File: src/rtl/nibble_serial_adder.sv
// nibble_serial_adder: adds two (4*NIBBLES)-bit unsigned operands one nibble
// per clock through a single shared 4-bit adder, LS nibble first, with
// valid/ready handshakes on both the operand and the result side.

module fourBitAdder (
   input  logic [3:0] a,
   input  logic [3:0] b,
   output logic [4:0] s
);

   // 4-bit add with carry-out; this is the only adder in the datapath
   always_comb begin
      s = {1'b0, a} + {1'b0, b};
   end

endmodule

module nibble_serial_adder #(
   parameter int unsigned NIBBLES = 4
) (
   input  logic                   clk,
   input  logic                   rst,
   input  logic                   in_valid,
   output logic                   in_ready,
   input  logic [4*NIBBLES-1:0]   in_a,
   input  logic [4*NIBBLES-1:0]   in_b,
   output logic                   out_valid,
   input  logic                   out_ready,
   output logic [4*NIBBLES:0]     out_sum,
   output logic                   busy
);

   localparam int unsigned W    = 4 * NIBBLES;
   localparam int unsigned IDXW = (NIBBLES > 1) ? $clog2(NIBBLES) : 1;
   localparam logic [IDXW-1:0] IDX_LAST = IDXW'(NIBBLES - 1);

   typedef enum logic [1:0] {
      S_IDLE,
      S_RUN,
      S_DONE
   } state_t;

   state_t          state_q, state_d;
   logic [W-1:0]    a_q, a_d;
   logic [W-1:0]    b_q, b_d;
   logic [W-1:0]    res_q, res_d;
   logic [W:0]      sum_q, sum_d;
   logic            carry_q, carry_d;
   logic [IDXW-1:0] idx_q, idx_d;
   logic            in_ready_q, in_ready_d;
   logic            out_valid_q, out_valid_d;
   logic            busy_q, busy_d;

   logic [4:0]      s5;
   logic [4:0]      nib_sum;

   fourBitAdder u_add (
      .a (a_q[3:0]),
      .b (b_q[3:0]),
      .s (s5)
   );

   assign in_ready  = in_ready_q;
   assign out_valid = out_valid_q;
   assign out_sum   = sum_q;
   assign busy      = busy_q;

   // Next-state and datapath: accept operands, step one nibble per cycle, hold result
   always_comb begin
      state_d     = state_q;
      a_d         = a_q;
      b_d         = b_q;
      res_d       = res_q;
      sum_d       = sum_q;
      carry_d     = carry_q;
      idx_d       = idx_q;
      in_ready_d  = in_ready_q;
      out_valid_d = out_valid_q;
      busy_d      = busy_q;
      nib_sum     = s5 + {4'b0, carry_q};

      case (state_q)
         S_IDLE: begin
            in_ready_d = 1'b1;
            if (in_valid && in_ready_q) begin
               a_d        = in_a;
               b_d        = in_b;
               carry_d    = 1'b0;
               idx_d      = '0;
               in_ready_d = 1'b0;
               busy_d     = 1'b1;
               state_d    = S_RUN;
            end
         end
         S_RUN: begin
            for (int unsigned i = 0; i < NIBBLES; i++) begin
               if (idx_q == IDXW'(i)) begin
                  res_d[4*i +: 4] = nib_sum[3:0];
               end
            end
            carry_d = nib_sum[4];
            a_d     = a_q >> 4;
            b_d     = b_q >> 4;
            idx_d   = idx_q + IDXW'(1);
            if (idx_q == IDX_LAST) begin
               sum_d       = {nib_sum[4], res_d};
               out_valid_d = 1'b1;
               state_d     = S_DONE;
            end
         end
         S_DONE: begin
            if (out_ready) begin
               out_valid_d = 1'b0;
               busy_d      = 1'b0;
               in_ready_d  = 1'b1;
               state_d     = S_IDLE;
            end
         end
         default: begin
            state_d = S_IDLE;
         end
      endcase
   end

   // State and datapath registers; reset aborts any operation in flight
   always_ff @(posedge clk or posedge rst) begin
      if (rst) begin
         state_q     <= S_IDLE;
         a_q         <= '0;
         b_q         <= '0;
         res_q       <= '0;
         sum_q       <= '0;
         carry_q     <= 1'b0;
         idx_q       <= '0;
         in_ready_q  <= 1'b0;
         out_valid_q <= 1'b0;
         busy_q      <= 1'b0;
      end else begin
         state_q     <= state_d;
         a_q         <= a_d;
         b_q         <= b_d;
         res_q       <= res_d;
         sum_q       <= sum_d;
         carry_q     <= carry_d;
         idx_q       <= idx_d;
         in_ready_q  <= in_ready_d;
         out_valid_q <= out_valid_d;
         busy_q      <= busy_d;
      end
   end

endmodule

File: config.mk
export PLATFORM = sky130hd
export DESIGN_NAME = nibble_serial_adder
export DESIGN_NICKNAME = d
export VERILOG_FILES = /design/src/rtl/nibble_serial_adder.sv
export SDC_FILE = /design/constraint.sdc
export NUM_CORES = 1
export LEC_CHECK = 0
export CORE_ASPECT_RATIO = 1.2
export CORE_MARGIN = 4
export CORE_UTILIZATION = 45
export CTS_CLUSTER_SIZE = 25
export DETAILED_ROUTE_END_ITERATION = 16
export PLACE_DENSITY_LB_ADDON = 0.3
export SYNTH_ARGS = -nofsm -noshare
export SYNTH_HDL_FRONTEND = slang
export SYNTH_SLANG_ARGS = --single-unit
File: constraint.sdc
create_clock -name clk -period 2.3 [get_ports clk]
set_input_delay 0.575 -clock clk [delete_from_list [all_inputs] [get_ports clk]]
set_output_delay 0.575 -clock clk [all_outputs]
set_load 0.01 [all_outputs]
### After elaboration in Yosys (flattened, before gate mapping)

Index checks and enable logic that the tools add are counted.

* flip-flop bits (word level): 73
* input port bits: 36
* output and inout bits: 20
* logic and storage cells: 57

* add/sub/neg operators: 3
* eq/ne operators: 8
* muxes and demuxes: 24
* reduce and logical (&&, ||, !) cells: 12

Operators by type and width (count)
* 16-bit one-hot mux with 2 select lines: 2
* 16-bit two-way mux: 2
* 4-bit two-way mux: 4
* 3-bit AND reduction: 3
* 2-bit two-way mux: 4
* 1-bit one-hot mux with 2 select lines: 4
* 2-bit equality test, second input constant: 3
* 1-bit two-way mux: 6
* 2-bit != test, second input constant: 3
* 2-bit one-hot mux with 3 select lines: 1
* 2-bit AND reduction: 3
* 2-bit nonzero test: 3
* 4-bit by 4-bit adder with 5-bit output: 1
* 5-bit by 1-bit adder with 5-bit output: 1
* 2-bit by 1-bit equality test with 1-bit output, second input constant: 2
* 2-bit zero test: 2
* 2-bit one-hot mux with 2 select lines: 1
* 2-bit by 1-bit adder with 2-bit output, second input constant: 1
* 1-bit logical AND: 1

### Depth between registers and ports, before layout

Gate-level depths: netlist of run 1.

* word-level depth: 3
* gate-level depth with buffers: 6
* depth with buffers taken out: 6

### By module

From an unflattened synthesis of run 1, not the netlist that was laid out.

* cell total of the unflattened synthesis: 296
* area total of the unflattened synthesis: 3261.9 um^2

By module, submodules not included
* nibble_serial_adder: times used 1, cells an instance 280, area an instance 3125.5 um^2, seq. area each 1726.7 um^2
* fourBitAdder: times used 1, cells an instance 16, area an instance 136.4 um^2, seq. area each 0.0 um^2

### Worst setup path before layout of run 1

No wires, ideal clock.

* kind: register to register
* from: register a_q[0]
* to: register sum_q[10], in the netlist out_sum[10]
* library setup time: 0.127 ns
* arrival: 1.790 ns
* data required time: 2.173 ns
* setup slack: 0.383 ns
* stages on the path, launching flop included: 7
* path buffers: 0
* period minus slack after synthesis: 1.917 ns
* path through: dfrtp_1 > fa_1 > fa_1 > xnor2_1 > nand2_1 > o21ai_0 > o21ai_0

* cells in the longest elaborated chain, start to end: 3

Ends and longest elaborated chain
* from (decl): RTL line 44 `logic [W-1:0] a_q, a_d;`
* from (signal assigned): RTL line 129 `a_q <= '0;`
* from (signal assigned): RTL line 140 `a_q <= a_d;`
* 4-bit by 4-bit adder with 5-bit output: RTL line 13 `s = {1'b0, a} + {1'b0, b};`
* 5-bit by 1-bit adder with 5-bit output: RTL line 80 `nib_sum = s5 + {4'b0, carry_q};`
* 4-bit two-way mux: RTL line 97 `if (idx_q == IDXW'(i)) begin`
* to (signal assigned): RTL line 143 `sum_q <= sum_d;`
* to (decl): RTL line 47 `logic [W:0] sum_q, sum_d;`

No other way between the ends.
A chain may end at the register's enable or synchronous reset.

### Worst setup path in the final report of run 1

Ends and elaborated chain as after synthesis.

==> summary.md, run 1 <==
| Metric | Value |
|---|---|
| Critical path type | flop to flop |
| H-tree depth | 3 |
| Via count | 2185 |
| Synthesized cell area | 0.003122 sq mm |
| Max cap viols | 0 |
| Cells after synthesis | a little under 300 |
| Post-synthesis sequential area ratio | 0.5531 |
| Post-synthesis xor/xnor area fraction | 0.002806 |
| Post-Synth Simple-Gate Area | 0.1186 |
| Leakage power | 1.783 nW |
| Detail Route Antenna Nets | 0 |
| RePlAce Congestion | 0.7983 |
| I/O Pins | 56 |
| Routed WL | about 5700 microns |
| # setup viols final | 0 |
| Core area | around 0.0068 sq mm |
| Setup bufs post-CTS | 0 |
| Syn_nets | about 330 |
| Cts repair resizes | 0 |
| Post-synthesis adder-cell area fraction | 0.04088 |
| Clock Skews | 0.008540 ns |
| Vias per inst | 5.011 |
| Initial Utilization | 0.4610 |
| Worst Hold Class | flop to flop |
| # diodes | 0 |
| CTS Hold Bufs | 0 |
| Largest family of logic cells by synthesized area | compound AO/OA/AOI/OAI gates |
| Inst Count DP | between 400 and 500 |
| WL/cell | 13.03 microns |
| #FFs+latches synth | 69 |
| RSZ-0062 raised after global routing | false |
| Gr busiest metal | met2 |
| Crit-path max cell delay | 0.47 ns |
| Mux contribution to synthesized area | 0.1178 |
| Outcome | completed |
| Critical Path RT | 2.48 ns |
| Largest net degree at the start of global routing | 60 |
| Total grt overflow | 0 |
| Crit path max-delay family | adder cells |
| Met2 Use GR | 0.2539 |
| Final Max Tran Viols | 0 |
| DR DRC count | 0 |
| CP Buf/Inv Count | 1 |
| CTS tree | built |
| Die ar. | 0.008339 sq mm |
| Fin crit share | 0.8740 |
| Worst VDD drop | ~650 uV |
| Share of layout cells above drive strength 1 | 0.08596 |
| Syn_area_per_cell | 10.80 sq um |
| Setup crit end kind | flop |
| Initial DRC count | 74 |
| Site Rows | 33 |
| Final nets | slightly below 400 |
| CP max-delay cell | fa_1 |
| Clock sink count | 69 |
| Synth cell types | 29 |
| Vias in the first global route | 2259 |
| Non-Filler Instances | around 440 |
| Met1 Track Usage GR | 0.1788 |
| Worst-margin pin slew | 0.7123 ns |
| Cells along the critical path | fa_1, fa_1, xnor2_1, buf_4, nand2_1, o21ai_0, o21ai_0 |
| Die Height | ~100 microns |
| Reg clk slew, reported paths | 0.07 ns |
| Final setup TNS | 0 ns |
| R2R Setup Slk | between 0.2 and 0.3 ns |
| P&R area growth vs syn | 25.81% |
| PortBufs | 55 |
| Initial antenna violation count | 0 |
| First-pass GRT wire length | 10110 microns |
| Final min period | between 2 and 2.5 ns |
| CP max FO | 7 |
| Max Buffers Root-to-Sink | 2 |
| Worst relative slew slack | 0.5240 |
| Max Freq | 497.5 MHz |
| Post-detail-place hpwl | 4180 microns |
| Synth Area in Compound Gates | 0.1251 |
| Total Routing Usage GR | 0.1506 |
| Worst setup SP type | flop |
| PwrDens | 1417 mW/mm^2 |
| Met3 usage | 0.03397 |
| CTS root buf | clkbuf_8 |
| Final hold violations | 0 |
| Worst-Skew Late Latency | 0.33 ns |
| YS warnings | 0 |
| DRT Pass-1 Iters | 4 |
| Die Width | 84.03 microns |
| Arr. time, crit path | 2.19 ns |
| CTS buffer count | 9 |
final timing paths:
path,start,end,cells past startpoint
min in group asynchronous,rst,out_sum[9]$_DFFE_PP0P_,3
worst max-delay path,a_q[0]$_DFFE_PP0P_,out_sum[10]$_DFFE_PP0P_,7
worst max register to register,a_q[0]$_DFFE_PP0P_,out_sum[10]$_DFFE_PP0P_,7
worst min-delay path,res_q[2]$_DFFE_PP0N_,res_q[2]$_DFFE_PP0N_,2
worst min register to register,res_q[2]$_DFFE_PP0N_,res_q[2]$_DFFE_PP0N_,2
max in group asynchronous,rst,in_ready$_DFFE_PP0P_,3
synth_stat cells, drive strengths merged:
| master | count | share of area |
|---|---|---|
| or3b | 3 | 0.0084 |
| clkbuf | 6 | 0.0072 |
| o21ai | 47 | 0.075 |
| and3 | 1 | 0.0020 |
| inv | 6 | 0.0072 |
| dfrtp | 69 | 0.55 |
| mux2 | 6 | 0.022 |
| o21bai | 1 | 0.0024 |
| xnor2 | 1 | 0.0028 |
| or2 | 1 | 0.0020 |
| o31ai | 1 | 0.0024 |
| buf | 11 | 0.027 |
| nand3 | 1 | 0.0016 |
| a22o | 9 | 0.025 |
| a21oi | 7 | 0.011 |
| fa | 2 | 0.013 |
| nor2 | 9 | 0.011 |
| nand2 | 60 | 0.079 |
| a31oi | 3 | 0.0060 |
| nor3 | 1 | 0.0016 |
| and2 | 1 | 0.0020 |
| ha | 7 | 0.028 |
| a21o | 1 | 0.0024 |
| and2b | 1 | 0.0028 |
| nand2b | 4 | 0.0080 |
| mux2i | 30 | 0.096 |
cell usage in the layout (no fill, tap or decap), types with 4 or more instances in the layout:
cell,n
a21oi_1,7
a22o_1,9
buf_12,4
clkbuf_1,5
clkbuf_8,9
clkdlybuf4s50_1,55
dfrtp_1,69
ha_1,7
inv_1,5
mux2_2,6
mux2i_1,30
nand2_1,56
nand2b_1,4
nor2_1,9
o21ai_0,28
o21ai_1,19
where the power goes:
| group | leakage (nW) | internal (W) | switching, W | total [W] |
|---|---|---|---|---|
| Combinational | 0.842 | 0.00129 | 0.00138 | 0.00267 |
| Clock | 0.0784 | 0.000390 | 0.000415 | 0.000805 |
| Sequential | 0.863 | 0.00177 | 0.000318 | 0.00209 |
| Total | 1.78 | 0.00345 | 0.00211 | 0.00557 |
layout make-up:
type	count	area [sq um]
fill	626	2844
sequential	69	1727
multi-input combinational	197	1267
timing repair buffer	61	645.6
clock buffer	14	142.6
tap	87	108.9
inverter	6	26.28
clock inverter	2	10.01
per-layer routing:
layer | share of wire | vias to the layer above
li1 | - | 1097
met1 | 0.44 | 1006
met5 | 0 | -
met4 | 0.029 | 0
met2 | 0.48 | 66
met3 | 0.050 | 16
tightest hold or removal path, cell delays in order, from the launching register on:
cell	delay (ns)
dfrtp_1	0.34
nand2_1	0.04
o21ai_0	0.06
cells by family after synthesis:
group	Yosys count
simple gates	82
compound gates	69
flops	69
mux	36
buf+inv	23
fa+ha+maj	9
xor+xnor	1
registers in the layout, indices dropped and copies added (netlist names):
signal     flops
out_sum       17
a_q           16
b_q           16
res_q         12
idx_q          2
state_q        2
busy           1
carry_q        1
in_ready       1
out_valid      1
per-stage QoR:
stage | total power (W) | setup slack, ns | util | hold slack (ns) | area [sq um]
finish | 0.005566 | 0.2899 | 0.5800 | 0.4780 | 3928
global route | 0.006071 | 0.08950 | 0.5800 | 0.4964 | 3928
CTS | 0.005646 | 0.2837 | 0.5800 | 0.4790 | 3928
detailed placement | 0.004837 | 0.3000 | 0.5575 | 0.4655 | 3775
global placement | 0.004726 | 0.3702 | 0.5575 | 0.4592 | 3775
floorplan | 0.003992 | 0.3828 | - | 0.4437 | 3126
No activity file was read; power rests on OpenSTA's default activity.
==> inputs of run 2 (changes only) <==
--- a/config.mk
+++ b/config.mk
@@ -8,9 +8,10 @@
 export CORE_ASPECT_RATIO = 1.2
 export CORE_MARGIN = 4
 export CORE_UTILIZATION = 45
+export CTS_CLUSTER_DIAMETER = 80
 export CTS_CLUSTER_SIZE = 25
 export DETAILED_ROUTE_END_ITERATION = 16
-export PLACE_DENSITY_LB_ADDON = 0.3
+export PLACE_DENSITY = 0.73
 export SYNTH_ARGS = -nofsm -noshare
 export SYNTH_HDL_FRONTEND = slang
 export SYNTH_SLANG_ARGS = --single-unit
==> summary.md, run 2 (synthesized netlist as in run 1, its figures left out) <==
| Metric | Value |
|---|---|
| Crit-path max cell delay | 0.47 ns (about the same) |
| Die Height | 99.24 microns (unchanged) |
| Final Max Tran Viols | 0 (unchanged) |
| Initial DRC count | 122 (was 74) |
| Max Buffers Root-to-Sink | 2 (unchanged) |
| Leakage power | 1.783 nW (about the same) |
| Via count | 2168 (was 2185) |
| CTS Hold Bufs | 0 (unchanged) |
| PwrDens | 1433 mW/mm^2 (was 1417 mW/mm^2) |
| WL/cell | 13.13 microns (was 13.03 microns) |
| Reg clk slew, reported paths | 0.07 ns (about the same) |
| Commonest cells after routing, fill and taps aside | dfrtp_1 (69), nand2_1 (56), clkdlybuf4s50_1 (55), mux2i_1 (30), o21ai_0 (28) (unchanged) |
| Max cap viols | 0 (unchanged) |
| Core area | 0.006771 sq mm (unchanged) |
| Detail Route Antenna Nets | 0 (unchanged) |
| CTS tree | built (unchanged) |
| Share of layout cells above drive strength 1 | 0.09483 (was 0.08596) |
| Final hold violations | 0 (unchanged) |
| CTS root buf | clkbuf_8 (unchanged) |
| Setup bufs post-CTS | 0 (unchanged) |
| Setup crit end kind | flop (unchanged) |
| Die ar. | 0.008339 sq mm (unchanged) |
| Min-delay src | res_q[10]$_DFFE_PP0N_ (was res_q[2]$_DFFE_PP0N_) |
| CTS buffer count | 9 (unchanged) |
| Net Sw Frac | 0.3818 (was 0.3799) |
| Non-Filler Instances | 435 (was 436) |
| Final nets | 388 (was 389) |
| Crit path max-delay family | adder cells (unchanged) |
| Worst relative slew slack | 0.5282 (was 0.5240) |
| First-pass GRT wire length | 9666 microns (was 10110 microns) |
| Critical Path RT | 2.48 ns (about the same) |
| Sw Pwr | 0.002146 W (was 0.002114 W) |
| Clock share of power | 0.156 (was 0.145) |
| Routed WL | 5711 microns (was 5682 microns) |
| Largest net degree at the start of global routing | 70 (was 60) |
| Worst-Skew Late Latency | 0.33 ns (about the same) |
| Critical path depth | 7 (unchanged) |
| Final setup TNS | 0 ns (unchanged) |
| Most common cell after layout, fill and taps aside | dfrtp_1 (unchanged) |
| DRT Pass-1 Iters | 4 (unchanged) |
| Cts repair resizes | 0 (unchanged) |
| Initial Utilization | 0.4610 (unchanged) |
| Total grt overflow | 0 (unchanged) |
| DR DRC count | 0 (unchanged) |
| Worst Hold Depth | 2 (unchanged) |
| Comb pwr share | 0.471 (was 0.480) |
| R2R Setup Slk | 0.29 ns (about the same) |
| Worst Hold Path EP | res_q[10]$_DFFE_PP0N_ (was res_q[2]$_DFFE_PP0N_) |
| Post-detail-place hpwl | 4124 microns (was 4180 microns) |
| FF-to-FF path depth | 7 (unchanged) |
| RePlAce Congestion | 0.8178 (was 0.7983) |
| Final min period | 2.011 ns (was 2.010 ns) |
| I/O Pins | 56 (unchanged) |
| Cells along the critical path | fa_1, fa_1, xnor2_1, buf_4, nand2_1, o21ai_0, o21ai_0 (unchanged) |
| Clock Skews | 0.005922 ns (was 0.008540 ns) |
| Clock sink count | 69 (unchanged) |
| Inst Count DP | 419 (was 420) |
| H-tree depth | 3 (unchanged) |
| Worst VDD drop | 571.9 uV (was 654.8 uV) |
| Cell-internal power | 0.003473 W (was 0.003451 W) |
| Worst r2r src | a_q[0]$_DFFE_PP0P_ (unchanged) |
| Arr. time, crit path | 2.19 ns (about the same) |
| Reg2reg end | out_sum[2]$_DFFE_PP0P_ (was out_sum[10]$_DFFE_PP0P_) |
| Vias in the first global route | 2152 (was 2259) |
| Fin crit share | 0.8742 (was 0.8740) |
| # setup viols final | 0 (unchanged) |
| Worst setup SP type | flop (unchanged) |
| Filler instances | 625 (was 626) |
| CP max-delay cell | fa_1 (unchanged) |
| Sequential power share | 0.373 (was 0.375) |
| CP Buf/Inv Count | 1 (unchanged) |
| Max Freq | 497.4 MHz (was 497.5 MHz) |
| Total power | 0.005619 W (was 0.005566 W) |
| CP max FO | 7 (unchanged) |
| PortBufs | 55 (unchanged) |
| P&R area growth vs syn | 25.57% (was 25.81%) |
| Site Rows | 33 (unchanged) |
| Initial antenna violation count | 0 (unchanged) |
| RSZ-0062 raised after global routing | false (unchanged) |
| Vias per inst | 4.984 (was 5.011) |
| Max reg flops | 17 (unchanged) |
| Worst Hold Class | flop to flop (unchanged) |
| # diodes | 0 (unchanged) |
| Critical path type | flop to flop (unchanged) |
| Total Routing Usage GR | 0.1429 (was 0.1506) |
| Die Width | 84.03 microns (unchanged) |
| Worst-margin pin slew | 0.7059 ns (was 0.7123 ns) |
| Outcome | completed (unchanged) |
==> run 2: cell type report <==
cell class / count / area, sq um / share of cell area
flip-flops and latches: 69 / 1727 / 0.4405
multi-input cells: 197 / 1267 / 0.3233
repair buffers: 60 / 613.1 / 0.1564
clock buffers: 12 / 155.1 / 0.03958
well taps: 87 / 108.9 / 0.02777
inverters: 6 / 26.28 / 0.006703
clock inverters: 4 / 22.52 / 0.005745
==> run 2: worst reg2reg max path: cells and delay by family (launching register included) <==
| kind | cells | cell delay, ns |
|---|---|---|
| and+or+nand+nor | 1 | 0.06 |
| AOI/OAI and AO/OA | 2 | 0.18 |
| adders and majority gates | 2 | 0.89 |
| xor gates and xnor gates | 1 | 0.17 |
| buffers and inverters | 1 | 0.16 |
| DFF | 1 | 0.40 |
==> run 2: how the worst max path moves through the flow <==
stage / startpoint / endpoint / slack (ns)
2_1_floorplan: a_q[0]$_DFFE_PP0P_ / out_sum[10]$_DFFE_PP0P_ / 0.38
5_1_grt: a_q[0]$_DFFE_PP0P_ / out_sum[6]$_DFFE_PP0P_ / 0.12
3_3_place_gp: in_valid / a_q[14]$_DFFE_PP0P_ / 0.36
6_report: a_q[0]$_DFFE_PP0P_ / out_sum[2]$_DFFE_PP0P_ / 0.29
3_5_place_dp: a_q[0]$_DFFE_PP0P_ / out_sum[6]$_DFFE_PP0P_ / 0.30
4_1_cts: a_q[0]$_DFFE_PP0P_ / out_sum[2]$_DFFE_PP0P_ / 0.28
==> run 2: per-layer routing <==
layer  global-route usage  share of wire
met4              0.07054          0.024
met3              0.02734          0.042
met5                    0              0
met1               0.1783           0.45
met2               0.2375           0.48
==> run 2: power groups by stage <==
stage	Sequential, W	Clock, W	Combinational (W)
6_report	0.00209	0.000875	0.00265
3_5_place_dp	0.00213	0	0.00268
5_1_grt	0.00217	0.000956	0.00297
3_3_place_gp	0.00209	0	0.00259
2_1_floorplan	0.00211	0	0.00188
4_1_cts	0.00210	0.000903	0.00269
==> run 2: metrics by stage <==
step / worst slack (ns) / instance area, sq um / utilization / hold slack [ns]
floorplan: 0.3828 / 3126 / - / 0.4437
global placement: 0.3613 / 3742 / 0.5527 / 0.4576
detailed placement: 0.3010 / 3742 / 0.5527 / 0.4656
CTS: 0.2763 / 3920 / 0.5789 / 0.4816
global route: 0.1248 / 3920 / 0.5789 / 0.5034
finish: 0.2893 / 3920 / 0.5789 / 0.4779
==> inputs of run 3 (changes only) <==
--- a/config.mk
+++ b/config.mk
@@ -11,7 +11,8 @@
 export CTS_CLUSTER_DIAMETER = 80
 export CTS_CLUSTER_SIZE = 25
 export DETAILED_ROUTE_END_ITERATION = 16
-export PLACE_DENSITY = 0.73
+export PLACE_DENSITY = 0.7
+export SLEW_MARGIN = 20
 export SYNTH_ARGS = -nofsm -noshare
 export SYNTH_HDL_FRONTEND = slang
 export SYNTH_SLANG_ARGS = --single-unit
==> constraint.sdc (replaced) <==
create_clock -name clk -period 2.09 [get_ports clk]
set_input_delay 0.5225 -clock clk [delete_from_list [all_inputs] [get_ports clk]]
set_output_delay 0.5225 -clock clk [all_outputs]
set_load 0.01 [all_outputs]
==> summary.md, run 3 (synthesized netlist as in run 1, its figures left out) <==
| Metric | Value |
|---|---|
| # setup viols final | 0 (unchanged) |
| I/O Pins | 56 (unchanged) |
| H-tree depth | 3 (unchanged) |
| Final nets | 392 (was 388) |
| Worst-margin pin slew | 0.4846 ns (was 0.7059 ns) |
| Met2 Use GR | 0.2704 (was 0.2375) |
| Critical path type | flop to flop (unchanged) |
| Total grt overflow | 0 (unchanged) |
| CTS root buf | clkbuf_8 (unchanged) |
| Met3 usage | 0.02734 (unchanged) |
| CP max FO | 7 (unchanged) |
| Final Max Tran Viols | 0 (unchanged) |
| Arr. time, crit path | 2.13 ns (was 2.19 ns) |
| Max Freq | 524.1 MHz (was 497.4 MHz) |
| Outcome | completed (unchanged) |
| Via count | 2179 (was 2168) |
| Final min period | 1.908 ns (was 2.011 ns) |
| PortBufs | 55 (unchanged) |
| Total Routing Usage GR | 0.1487 (was 0.1429) |
| Reg clk slew, reported paths | 0.07 ns (about the same) |
| DR DRC count | 0 (unchanged) |
| Clock Skews | 0.003941 ns (was 0.005922 ns) |
| DRT Pass-1 Iters | 4 (unchanged) |
| First-pass GRT wire length | 9901 microns (was 9666 microns) |
| Crit-path max cell delay | 0.47 ns (about the same) |
| Commonest cells after routing, fill and taps aside | dfrtp_1 (69), nand2_1 (56), clkdlybuf4s50_1 (55), mux2i_1 (30), o21ai_0 (28) (unchanged) |
| Worst Setup SP | a_q[0]$_DFFE_PP0P_ (unchanged) |
| Gr busiest metal | met2 (unchanged) |
| Most common cell after layout, fill and taps aside | dfrtp_1 (unchanged) |
| Initial Utilization | 0.4610 (unchanged) |
| CP max-delay cell | fa_1 (unchanged) |
| Core area | 0.006771 sq mm (unchanged) |
| Worst VDD drop | 721.7 uV (was 571.9 uV) |
| Largest net degree at the start of global routing | 39 (was 70) |
| RSZ-0062 raised after global routing | false (unchanged) |
| Worst-Skew Late Latency | 0.34 ns (was 0.33 ns) |
| Vias in the first global route | 2269 (was 2152) |
| Leakage power | 1.825 nW (was 1.783 nW) |
| Die Height | 99.24 microns (unchanged) |
| Site Rows | 33 (unchanged) |
| Routed WL | 5780 microns (was 5711 microns) |
| Setup bufs post-CTS | 0 (unchanged) |
| Critical Path RT | 2.31 ns (was 2.48 ns) |
| WL/cell | 13.17 microns (was 13.13 microns) |
| Cells along the critical path | fa_1, fa_2, xnor2_1, buf_4, nand2_1, o21ai_0, o21ai_0 (was fa_1, fa_1, xnor2_1, buf_4, nand2_1, o21ai_0, o21ai_0) |
| Vias per inst | 4.964 (was 4.984) |
| Die ar. | 0.008339 sq mm (unchanged) |
| Initial DRC count | 49 (was 122) |
| Worst relative slew slack | 0.6763 (was 0.5282) |
| CTS buffer count | 9 (unchanged) |
| Worst r2r src | a_q[0]$_DFFE_PP0P_ (unchanged) |
| CP dominant cell by count | o21ai_0 |
| Worst setup SP type | flop (unchanged) |
| Die Width | 84.03 microns (unchanged) |
| Fin crit share | 0.9129 (was 0.8742) |
| Max Buffers Root-to-Sink | 2 (unchanged) |
| Initial antenna violation count | 0 (unchanged) |
| Final setup TNS | 0 ns (unchanged) |
| PwrDens | 1612 mW/mm^2 (was 1433 mW/mm^2) |
| Max cap viols | 0 (unchanged) |
| Met1 Track Usage GR | 0.1656 (was 0.1783) |
| Post-detail-place hpwl | 4251 microns (was 4124 microns) |
| Share of layout cells above drive strength 1 | 0.1108 (was 0.09483) |
| CTS tree | built (unchanged) |
| Final hold violations | 0 (unchanged) |
| Detail Route Antenna Nets | 0 (unchanged) |
| Clock sink count | 69 (unchanged) |
| Min-delay src | res_q[6]$_DFFE_PP0N_ (was res_q[10]$_DFFE_PP0N_) |
| P&R area growth vs syn | 28.50% (was 25.57%) |
| # diodes | 0 (unchanged) |
| Max reg flops | 17 (unchanged) |
| Placed cell areas | 0.003785 sq mm (was 0.003742 sq mm) |
| RePlAce Congestion | 0.8048 (was 0.8178) |
| Setup crit end kind | flop (unchanged) |
| Post-route cell area | 0.004011 sq mm (was 0.003920 sq mm) |
| Worst Hold Class | flop to flop (unchanged) |
-- run 3: worst max-delay path, delay by kind of cell (launching register included) --
kind                     cells  cell delay [ns]
AND/OR/NAND/NOR              1             0.06
XOR/XNOR                     1             0.16
buffers and inverters        1             0.16
flip-flops                   1             0.40
adder cells (fa/ha/maj)      2             0.84
AO/OA/AOI/OAI                2             0.18
-- run 3: metrics by stage --
| stage | hold slack (ns) | power (W) | std cells | utilization | worst slack [ns] |
|---|---|---|---|---|---|
| 3_5_place_dp | 0.4672 | 0.005327 | 423 | 0.5589 | 0.1426 |
| 3_3_place_gp | 0.4591 | 0.005234 | 423 | 0.5589 | 0.1847 |
| 4_1_cts | 0.4836 | 0.006536 | 439 | 0.5920 | 0.1202 |
| 6_report | 0.4772 | 0.006464 | 439 | 0.5924 | 0.1821 |
| 5_1_grt | 0.5064 | 0.006991 | 439 | 0.5924 | 0.04525 |
| 2_1_floorplan | 0.4437 | 0.004393 | 289 | - | 0.1728 |
-- run 3: repair_timing --
item                       4_1_cts  5_1_grt
hold endpoints to repair         0        0
hold buffers                     0        0
setup endpoints to repair        0        2
gates resized for setup          0        1
-- run 3: report_power, final --
part           switching (W)  internal (W)
clock network       0.000506      0.000702
registers           0.000357       0.00195
logic                0.00152       0.00143
-- run 3: path summary, 6_finish.rpt --
path	endpoint	slack, ns	cells past startpoint
max	out_sum[10]$_DFFE_PP0P_	0.18	7
min	res_q[6]$_DFFE_PP0N_	0.48	2
max reg2reg	out_sum[10]$_DFFE_PP0P_	0.18	7
min reg2reg	res_q[6]$_DFFE_PP0N_	0.48	2
max in group asynchronous	out_sum[14]$_DFFE_PP0P_	1.07	3
min in group asynchronous	out_sum[8]$_DFFE_PP0P_	0.55	2
-- run 3: layer usage --
metal | vias up | routed length [microns] | share of wire
met4 | 0 | 131 | 0.023
met1 | 1015 | 2553 | 0.44
met2 | 56 | 2835 | 0.49
met5 | - | 0 | 0
li1 | 1098 | - | -
met3 | 10 | 258 | 0.045
-- run 3: final cells by class --
type                    instances  area, sq um
clock inverters                 6        86.33
inverters                       6        26.28
repair buffers                 64        655.6
well taps                      87        108.9
flip-flops and latches         69         1727
multi-input cells             197         1270
fillers                       604         2760
clock buffers                  10        137.6
